$ cat config.mk
export PLATFORM = sky130hd
export DESIGN_NAME = temp_sensor_arbiter
export DESIGN_NICKNAME = d
export VERILOG_FILES = /design/src/rtl/temp_sensor_arbiter.sv
export SDC_FILE = /design/constraint.sdc
export NUM_CORES = 1
export LEC_CHECK = 0
export BUFFER_PORTS_ARGS = -buffer_cell sky130_fd_sc_hd__buf_2
export CAP_MARGIN = 5
export CORE_AREA = 4 4 97 62
export CTS_CLUSTER_DIAMETER = 120
export CTS_CLUSTER_SIZE = 8
export DETAILED_ROUTE_END_ITERATION = 8
export DIE_AREA = 0 0 101 66
export PLACE_DENSITY = 0.65
export SYNTH_ARGS = -nofsm -noshare
export SYNTH_HDL_FRONTEND = slang
export SYNTH_SLANG_ARGS = --single-unit
export TNS_END_PERCENT = 10
$ cat constraint.sdc
create_clock -name clk_50mhz -period 1.95 [get_ports clk_50mhz]
set_input_delay 0.195 -clock clk_50mhz [delete_from_list [all_inputs] [get_ports clk_50mhz]]
set_output_delay 0.195 -clock clk_50mhz [all_outputs]
set_load 0.02 [all_outputs]
$ cat src/rtl/temp_sensor_arbiter.sv
// temp_sensor_arbiter
//
// Shares the single on-chip temperature sensor ADC between NUM_REQ requesters.
// Each granted request runs one enable/clear/wait-valid sequence. The 8-bit
// reading, or a timeout, is returned to that requester only. Also keeps an
// over-temperature alarm with hysteresis when the TEMP_ARB_ALARM_EN macro is
// defined. With the macro undefined, no alarm logic is built and alarm is 0.
//
// Ports:
//   clk_50mhz    in   only clock
//   reset_n      in   asynchronous active-low reset
//   req          in   level request, one bit per requester
//   rsp_valid    out  one-cycle pulse to the served requester
//   rsp_data     out  8-bit reading, valid while any rsp_valid bit is high
//   rsp_timeout  out  qualifies rsp_valid: no reading arrived
//   busy         out  high in every state except idle
//   temp_valid   in   sensor reading valid
//   temp_val     in   sensor reading
//   temp_en      out  sensor enable
//   temp_clear   out  sensor clear
//   alarm        out  over-temperature flag
module temp_sensor_arbiter #(
  parameter int unsigned NUM_REQ        = 2,
  parameter int unsigned CLEAR_CYCLES   = 1024,
  parameter int unsigned TIMEOUT_CYCLES = 65536,
  parameter logic [7:0]  ALARM_HI       = 8'd85,
  parameter logic [7:0]  ALARM_LO       = 8'd75
) (
  input  logic               clk_50mhz,
  input  logic               reset_n,
  input  logic [NUM_REQ-1:0] req,
  output logic [NUM_REQ-1:0] rsp_valid,
  output logic [7:0]         rsp_data,
  output logic               rsp_timeout,
  output logic               busy,
  input  logic               temp_valid,
  input  logic [7:0]         temp_val,
  output logic               temp_en,
  output logic               temp_clear,
  output logic               alarm
);

  localparam int unsigned CntMax = (CLEAR_CYCLES > TIMEOUT_CYCLES) ? CLEAR_CYCLES
                                                                   : TIMEOUT_CYCLES;
  localparam int unsigned CntW   = (CntMax > 2) ? $clog2(CntMax) : 1;
  localparam int unsigned IdxW   = (NUM_REQ > 1) ? $clog2(NUM_REQ) : 1;

  localparam logic [CntW-1:0] ClearLast   = CntW'(CLEAR_CYCLES - 1);
  localparam logic [CntW-1:0] TimeoutLast = CntW'(TIMEOUT_CYCLES - 1);
  localparam logic [IdxW-1:0] LastIdx     = IdxW'(NUM_REQ - 1);

  typedef enum logic [1:0] {StIdle, StClear, StWait, StDone} state_e;

  state_e            state_q, state_d;
  logic [IdxW-1:0]   grant_q, grant_d;
  logic [IdxW-1:0]   ptr_q, ptr_d;
  logic [CntW-1:0]   cnt_q, cnt_d;
  logic [7:0]        rsp_data_q, rsp_data_d;
  logic [NUM_REQ-1:0] rsp_valid_q, rsp_valid_d;
  logic              rsp_timeout_q, rsp_timeout_d;
  logic              busy_q, busy_d;
  logic              temp_en_q, temp_en_d;
  logic              temp_clear_q, temp_clear_d;
  logic              timeout_hit;

  logic              rr_found;
  logic [IdxW-1:0]   rr_idx;

  // Round-robin search: first pass from the pointer upwards, second pass
  // covers the indices below the pointer (the wrap-around).
  always_comb begin
    rr_found = 1'b0;
    rr_idx   = ptr_q;
    for (int unsigned j = 0; j < NUM_REQ; j++) begin
      if (!rr_found && (j >= 32'(ptr_q)) && req[j]) begin
        rr_found = 1'b1;
        rr_idx   = IdxW'(j);
      end
    end
    for (int unsigned j = 0; j < NUM_REQ; j++) begin
      if (!rr_found && (j < 32'(ptr_q)) && req[j]) begin
        rr_found = 1'b1;
        rr_idx   = IdxW'(j);
      end
    end
  end

  always_comb begin
    state_d     = state_q;
    grant_d     = grant_q;
    ptr_d       = ptr_q;
    cnt_d       = cnt_q;
    rsp_data_d  = rsp_data_q;
    timeout_hit = 1'b0;

    unique case (state_q)
      StIdle: begin
        if (rr_found) begin
          grant_d = rr_idx;
          cnt_d   = '0;
          state_d = StClear;
        end
      end
      StClear: begin
        if (cnt_q == ClearLast) begin
          cnt_d   = '0;
          state_d = StWait;
        end else begin
          cnt_d = cnt_q + CntW'(1);
        end
      end
      StWait: begin
        // A valid reading takes priority over a coincident timeout.
        if (temp_valid) begin
          rsp_data_d = temp_val;
          state_d    = StDone;
        end else if (cnt_q == TimeoutLast) begin
          timeout_hit = 1'b1;
          state_d     = StDone;
        end else begin
          cnt_d = cnt_q + CntW'(1);
        end
      end
      StDone: begin
        ptr_d   = (grant_q == LastIdx) ? '0 : grant_q + IdxW'(1);
        state_d = StIdle;
      end
      default: state_d = StIdle;
    endcase

    // Outputs are registered, so they are derived from the next state.
    temp_en_d     = (state_d == StClear) || (state_d == StWait);
    temp_clear_d  = (state_d != StWait);
    busy_d        = (state_d != StIdle);
    rsp_valid_d   = (state_d == StDone) ? (NUM_REQ'(1) << grant_q) : '0;
    rsp_timeout_d = timeout_hit;
  end

  always_ff @(posedge clk_50mhz or negedge reset_n) begin
    if (!reset_n) begin
      state_q       <= StIdle;
      grant_q       <= '0;
      ptr_q         <= '0;
      cnt_q         <= '0;
      rsp_data_q    <= '0;
      rsp_valid_q   <= '0;
      rsp_timeout_q <= 1'b0;
      busy_q        <= 1'b0;
      temp_en_q     <= 1'b0;
      temp_clear_q  <= 1'b1;
    end else begin
      state_q       <= state_d;
      grant_q       <= grant_d;
      ptr_q         <= ptr_d;
      cnt_q         <= cnt_d;
      rsp_data_q    <= rsp_data_d;
      rsp_valid_q   <= rsp_valid_d;
      rsp_timeout_q <= rsp_timeout_d;
      busy_q        <= busy_d;
      temp_en_q     <= temp_en_d;
      temp_clear_q  <= temp_clear_d;
    end
  end

  assign rsp_valid   = rsp_valid_q;
  assign rsp_data    = rsp_data_q;
  assign rsp_timeout = rsp_timeout_q;
  assign busy        = busy_q;
  assign temp_en     = temp_en_q;
  assign temp_clear  = temp_clear_q;

`ifdef TEMP_ARB_ALARM_EN
  logic alarm_q, alarm_d;

  // Only a real reading updates the alarm; timeouts leave it untouched.
  always_comb begin
    alarm_d = alarm_q;
    if ((state_q == StWait) && temp_valid) begin
      if (temp_val >= ALARM_HI) begin
        alarm_d = 1'b1;
      end else if (temp_val <= ALARM_LO) begin
        alarm_d = 1'b0;
      end
    end
  end

  always_ff @(posedge clk_50mhz or negedge reset_n) begin
    if (!reset_n) begin
      alarm_q <= 1'b0;
    end else begin
      alarm_q <= alarm_d;
    end
  end

  assign alarm = alarm_q;
`else
  assign alarm = 1'b0;
`endif

endmodule

==> results of run 1 <==
[state kept, by name, summed over array words and instances (netlist names)]
name         cells
cnt_q           16
rsp_data         8
rsp_valid        2
state_q          2
busy             1
grant_q          1
ptr_q            1
rsp_timeout      1
temp_clear       1
temp_en          1
[power groups by stage]
stage | registers (mW) | logic (mW) | clock network [mW]
global route | 0.704 | 0.0360 | 0.593
CTS | 0.705 | 0.0318 | 0.560
floorplan | 0.719 | 0.00469 | 0
global placement | 0.718 | 0.0309 | 0
finish | 0.705 | 0.0301 | 0.534
detailed placement | 0.718 | 0.0316 | 0
[layer usage]
metal	up-vias	global-route usage (%)	part of all wire (%)
met3	5	3.90	5.6
li1	733	-	-
met2	36	16.9	40
met5	-	0	0
met4	0	4.48	0.92
met1	700	20.7	53
[synthesized netlist by cell type, types with 2 or more instances]
cell / instances
dfrtp_1: 33
nand2_1: 16
nor2_1: 13
inv_1: 12
nand3_1: 9
ha_1: 8
mux2_2: 8
a21oi_1: 7
a22o_1: 6
nor3_1: 6
o21ai_1: 6
o21ai_0: 4
and3_1: 3
nor2b_1: 3
o22ai_1: 3
a221o_1: 2
a31oi_1: 2
and2_1: 2
buf_2: 2
nand4_1: 2
nor2_4: 2
o2bb2ai_1: 2
o31ai_1: 2
[layout make-up]
class,count,area [um2]
repair buffers,52,329
flip-flops and latches,34,853
multi-input cells,125,880
fillers,487,2750
inverters,12,45.0
clock buffers,7,86.3
clock inverters,1,5.00
well taps,66,82.6
[worst max path at each step]
| stage | start | endpoint | slack, ns | depth (start not counted) |
|---|---|---|---|---|
| floorplan | cnt_q[10] | rsp_valid[1] | 0.01 | 8 |
| global placement | state_q[0] | cnt_q[14] | -0.004 | 8 |
| detailed placement | state_q[0] | cnt_q[15] | -0.05 | 8 |
| CTS | cnt_q[10] | cnt_q[3] | -0.03 | 5 |
| global route | cnt_q[10] | cnt_q[3] | -0.12 | 5 |
| finish | cnt_q[10] | cnt_q[3] | -0.02 | 5 |
[per-stage QoR]
stage               hold WS, ns  util [%]
CTS                     0.00515      44.6
finish                  -0.0254      45.3
detailed placement        0.314      42.6
global placement          0.307      42.6
global route             0.0385      45.3
floorplan                -0.101         -
[kinds of logic (layout without fill, tap and decap cells)]
kind of cell,Yosys count,in the layout,share of synthesized area (%)
buffers and inverters,16,72,3.77
multiplexers,9,9,5.69
AO/OA/AOI/OAI,43,43,16.8
adder cells (fa/ha/maj),8,8,5.69
flip-flops,34,34,48.5
other,1,1,0.213
AND/OR/NAND/NOR,63,63,18.9
XOR/XNOR,1,1,0.498
[timing repair]
| action | CTS | global route |
|---|---|---|
| setup endpoints to repair | 14 | 17 |
| cloned | 0 | 0 |
| pin swaps | 1 | 1 |
| gates resized for setup | 3 | 11 |
==> impl_metrics.tcl, run 1 <==
set metrics [dict create \
    synth_nets 196 \
    synth_largest_area_cell "dfrtp_1" \
    async_reset_ff_share_pct 100 \
    ctsRootBufferMaster "clkbuf_8" \
    post-cts-setup-buffers 0 \
    drc 0 \
    wl_per_cell_um 14.0 \
    die-area_mm2 0.00667 \
    cts_tree "done" \
    intPower_uw 999 \
    critPathRequiredTime_ns 2.12 \
    start_util_pct 35.0 \
    pwr-share-seq_pct 55.5 \
    rr_endpoint "cnt_q[3]" \
    reg2reg_depth 5 \
    synth_ff_type "dfrtp_1" \
    area_growth_pct 29.8 \
    grt_first_pass_wirelength_um 6800 \
    synth_cell_types 45 \
    drt-pass1-iter-count 4 \
    place_ws_ns -0.0477 \
    clk_latency_ns 0.28 \
    powerDensity_mw_per_mm2 557 \
    grt_overflow 0 \
    placed_cells 289 \
    final_cell_mix "dfrtp_1 (32), buf_2 (26), buf_4 (25)" \
    placed_cell_area_mm2 0.00214 \
    grt_antenna_before_repair 0 \
    final_layout_size_suffix_gt1_share_pct 36.8 \
    cts.sink_count 34 \
    vias_per_cell 4.96 \
    core-area_mm2 0.00503 \
    wirelength_um 4150 \
    cp.arrival_ns 2.14 \
    yosysWarnings 0 \
    ys_ff_latch 34 \
    yosysSeqAreaShare_pct 48.5 \
    slew_headroom_pct 50.5 \
    clock_power_share_pct 42.1 \
    cts_buffers 5 \
    crit_type "flop to flop" \
    cp_slowest_cell "or4_4" \
    p_sw_uw 271 \
    grt_pass1_vias 1425 \
    ctsHoldBuffers 0 \
    grt_usage_pct 13.3 \
    layout_setup_ws_ns -0.0247 \
    synth_top_area_share_pct 47.0 \
    die_w_um 101 \
    avgSynthCellArea_um2 10.0 \
    critPathLaunchType "flop" \
    portBuffers 26 \
    clk_pin_slew_ns 0.07 \
    swShare_pct 21.3 \
    max_stage_delay_ns 0.54 \
    critical_path.top_delay_family "simple AND/OR/NAND/NOR gates" \
    hold_class "input port to async pin" \
    hold_slack_ns -0.0254 \
    final_cells 297 \
    ctsHtreeMaxLevel 2 \
    cp-end-kind "flop" \
    r2r-start "cnt_q[10]" \
    drt_iter0_markers 97 \
    setup_viol 3 \
    gp_congestion 0.945 \
    hold_viol_final 33 \
    p_leak_nw 1.06 \
    crit_chain "or4_4, nor3_4, a31o_2, nor2_4, a221o_1" \
    path_max_fanout 9 \
    clock_path_buffers 2 \
    ir_worst_vdd_mv 0.305 \
    period_share_pct 101 \
    synth_edf_count 0 \
    max-cap-violations 0 \
    max_freq_mhz 506 \
    die_y_um 66 \
    rsz0062_at_grt "yes" \
    p_comb_share_pct 2.4 \
    diodes 0 \
    grt_start_max_net_pins 35 \
    vias 1474 \
    layout.nets 251 \
    place_hpwl_um 3180 \
    maxSlewViolCount 0 \
    clock_skew_ns 0.00399 \
    synthCells 175 \
    p_total_mw 1.27 \
    ant_nets 0 \
    io-pin-count 28 \
    stdcell_area_mm2 0.00228 \
    post-route-min-period_ns 1.97 \
    num_rows 20 \
    worst_slew_pin_slew_ns 0.743 \
    tns_ns -0.0417 \
    final_common_cell "dfrtp_1" \
    crit_buf_inv 0 \
    ys_top_cells_by_area "dfrtp_1 (47%), ha_1 (5.7%), mux2_2 (5.1%)" \
    syn_area_mm2 0.00176 \
    status "finished with violations" \
    failed_checks "negative hold slack, negative setup slack" \
    reg2reg_slack_ns -0.02 \
]
Power figures use the tool's default switching activity.
==> run 2: changes to the inputs <==
--- a/config.mk
+++ b/config.mk
@@ -7,12 +7,12 @@
 export LEC_CHECK = 0
 export BUFFER_PORTS_ARGS = -buffer_cell sky130_fd_sc_hd__buf_2
 export CAP_MARGIN = 5
-export CORE_AREA = 4 4 97 62
+export CORE_AREA = 4 4 78 51
 export CTS_CLUSTER_DIAMETER = 120
 export CTS_CLUSTER_SIZE = 8
 export DETAILED_ROUTE_END_ITERATION = 8
-export DIE_AREA = 0 0 101 66
-export PLACE_DENSITY = 0.65
+export DIE_AREA = 0 0 82 55
+export PLACE_DENSITY = 0.87
 export SYNTH_ARGS = -nofsm -noshare
 export SYNTH_HDL_FRONTEND = slang
 export SYNTH_SLANG_ARGS = --single-unit
==> constraint.sdc (replaced) <==
create_clock -name clk_50mhz -period 1.9 [get_ports clk_50mhz]
set_input_delay 0.19 -clock clk_50mhz [delete_from_list [all_inputs] [get_ports clk_50mhz]]
set_output_delay 0.19 -clock clk_50mhz [all_outputs]
set_load 0.02 [all_outputs]
==> run 2 against run 1 <==
Compared with the run above:
- the run ends with negative setup slack left
- first-iteration DRC count rose by 15%
- critical path depth rose by 2
- cell area rose by 5.4%
- clock power rose by 1%
- sequential share of layout area fell by 2.0 points
- final cell count fell by 4.4%
- count of clock-buffer cells in the layout did not move
- critical endpoint unchanged
- via count rose by 8.8%
- utilization rose by 30 points
==> impl_metrics.tcl, run 2 (synthesis results as in run 1) <==
set metrics [dict create \
    status "finished with violations" \
    failed_checks "negative setup slack" \
    reg2reg_slack_ns -0.17 \
    powerDensity_mw_per_mm2 540 \
    grt_start_max_net_pins 35 \
    multi_input_comb_area_um2 947 \
    clk_pin_slew_ns 0.07 \
    area_growth_pct 36.8 \
    whs_path_depth 2 \
    grt_overflow 0 \
    cts_buffers 5 \
    wirelength_um 4780 \
    cts.sink_count 34 \
    ir_worst_vdd_mv 0.462 \
    fin_util_pct 75.1 \
    die_w_um 82 \
    post-route-min-period_ns 2.07 \
    hold_class "input port to flop" \
    grt_usage_pct 21.5 \
    critPathRequiredTime_ns 2.07 \
    ctsHtreeMaxLevel 2 \
    drt_iter0_markers 112 \
    worst_slew_pin_slew_ns 0.729 \
    grt_first_pass_wirelength_um 7020 \
    grt_antenna_before_repair 0 \
    period_share_pct 109 \
    num_rows 16 \
    core-area_mm2 0.00320 \
    reg2reg_depth 7 \
    final_common_cell "dfrtp_1" \
    p_leak_nw 1.12 \
    largest_reg_flops 16 \
    critPathLaunchType "flop" \
    vias 1604 \
    layout_setup_ws_ns -0.169 \
    max_freq_mhz 483 \
    min_from "temp_valid" \
    ctsRootBufferMaster "clkbuf_8" \
    place_hpwl_um 3160 \
    vias_per_cell 5.65 \
    gp_congestion 1.01 \
    cp-end-kind "flop" \
    crit_type "flop to flop" \
    drc 0 \
    drt-pass1-iter-count 4 \
    die-area_mm2 0.00451 \
    largest-register "cnt_q" \
    start_util_pct 54.9 \
    setup_viol 18 \
    wl_per_cell_um 16.8 \
    io-pin-count 28 \
    hold_viol_final 0 \
    die_y_um 55 \
    final_cell_mix "dfrtp_1 (33), buf_4 (28), buf_2 (26)" \
    r2r-start "cnt_q[10]" \
    clock_path_buffers 2 \
    maxSlewViolCount 0 \
    portBuffers 26 \
    max-cap-violations 0 \
    layout.nets 259 \
    hold_end "rsp_timeout" \
    ant_nets 0 \
    regArea_um2 852 \
    cts_tree "done" \
    slew_headroom_pct 51.4 \
    diodes 0 \
    final_layout_size_suffix_gt1_share_pct 40.6 \
    clock_skew_ns 0.00778 \
    path_max_fanout 8 \
    cp.arrival_ns 2.24 \
    grt_pass1_vias 1498 \
    hold_slack_ns 0.119 \
    clk_latency_ns 0.29 \
    rr_endpoint "cnt_q[3]" \
    rsz0062_at_grt "yes" \
    fillerInstances 215 \
]
==> run 2: cell count changes in the layout (fill, tap and decap cells not counted), sizes merged <==
| cell | previous run | this run |
|---|---|---|
| buf | 52 | 58 |
| dlygate4sd3 | 0 | 1 |
| a31o | 2 | 3 |
==> run 2: metrics by stage <==
step	total power [mW]	instance area (um2)	setup slack [ns]	TNS (ns)	instances
2_1_floorplan	0.742	1760	-0.0376	-0.0745	175
3_3_place_gp	0.767	2120	-0.0359	-0.0671	267
3_5_place_dp	0.769	2120	-0.135	-0.418	267
4_1_cts	1.31	2260	-0.142	-0.989	279
5_1_grt	1.34	2400	-0.248	-2.80	284
6_report	1.30	2400	-0.169	-1.43	284
==> run 2: critical path, stage by stage (launching register included) <==
cell and delay [ns]:
dfrtp_1 0.38, or4_4 0.55, nor3_4 0.16, buf_6 0.15, buf_4 0.13, a31o_4 0.20, nor2_4 0.08, a221o_1 0.30
==> run 2: per-layer routing <==
layer	part of all wire, %	vias up	track usage, %
li1	-	755	-
met1	45	754	29.3
met2	43	77	31.1
met3	9.5	18	7.44
met4	2.3	0	9.39
met5	0	-	0
==> run 2: how the worst max path moves through the flow <==
stage / slack [ns] / cells past startpoint / end / start
after floorplan: -0.04 / 8 / rsp_valid[1] / cnt_q[10]
after global placement: -0.04 / 8 / rsp_valid[1] / cnt_q[10]
after detailed placement: -0.14 / 8 / rsp_valid[1] / cnt_q[10]
after CTS: -0.14 / 7 / cnt_q[3] / cnt_q[13]
after global routing: -0.25 / 8 / rsp_valid[0] / cnt_q[10]
final: -0.17 / 7 / cnt_q[3] / cnt_q[10]
==> run 2: repair_timing <==
item	CTS	global route
gates resized for setup	2	21
endpoints found under the setup margin	12	20
endpoints found under the hold margin	33	0
gates cloned	0	1
pin swaps	5	13
hold buffers	1	0
buffers inserted	3	4
==> run 2: area by class of cell <==
type	count	share of cell area, %
multi-input cells	126	39.4
flip-flops and latches	34	35.4
repair buffers	59	17.2
clock buffers	7	3.59
well taps	45	2.34
inverters	12	1.87
clock inverters	1	0.208
==> run 2: report_power, final <==
part / switching, mW / internal [mW]
clock: 0.250 / 0.292
combinational: 0.0214 / 0.0106
sequential: 0 / 0.724
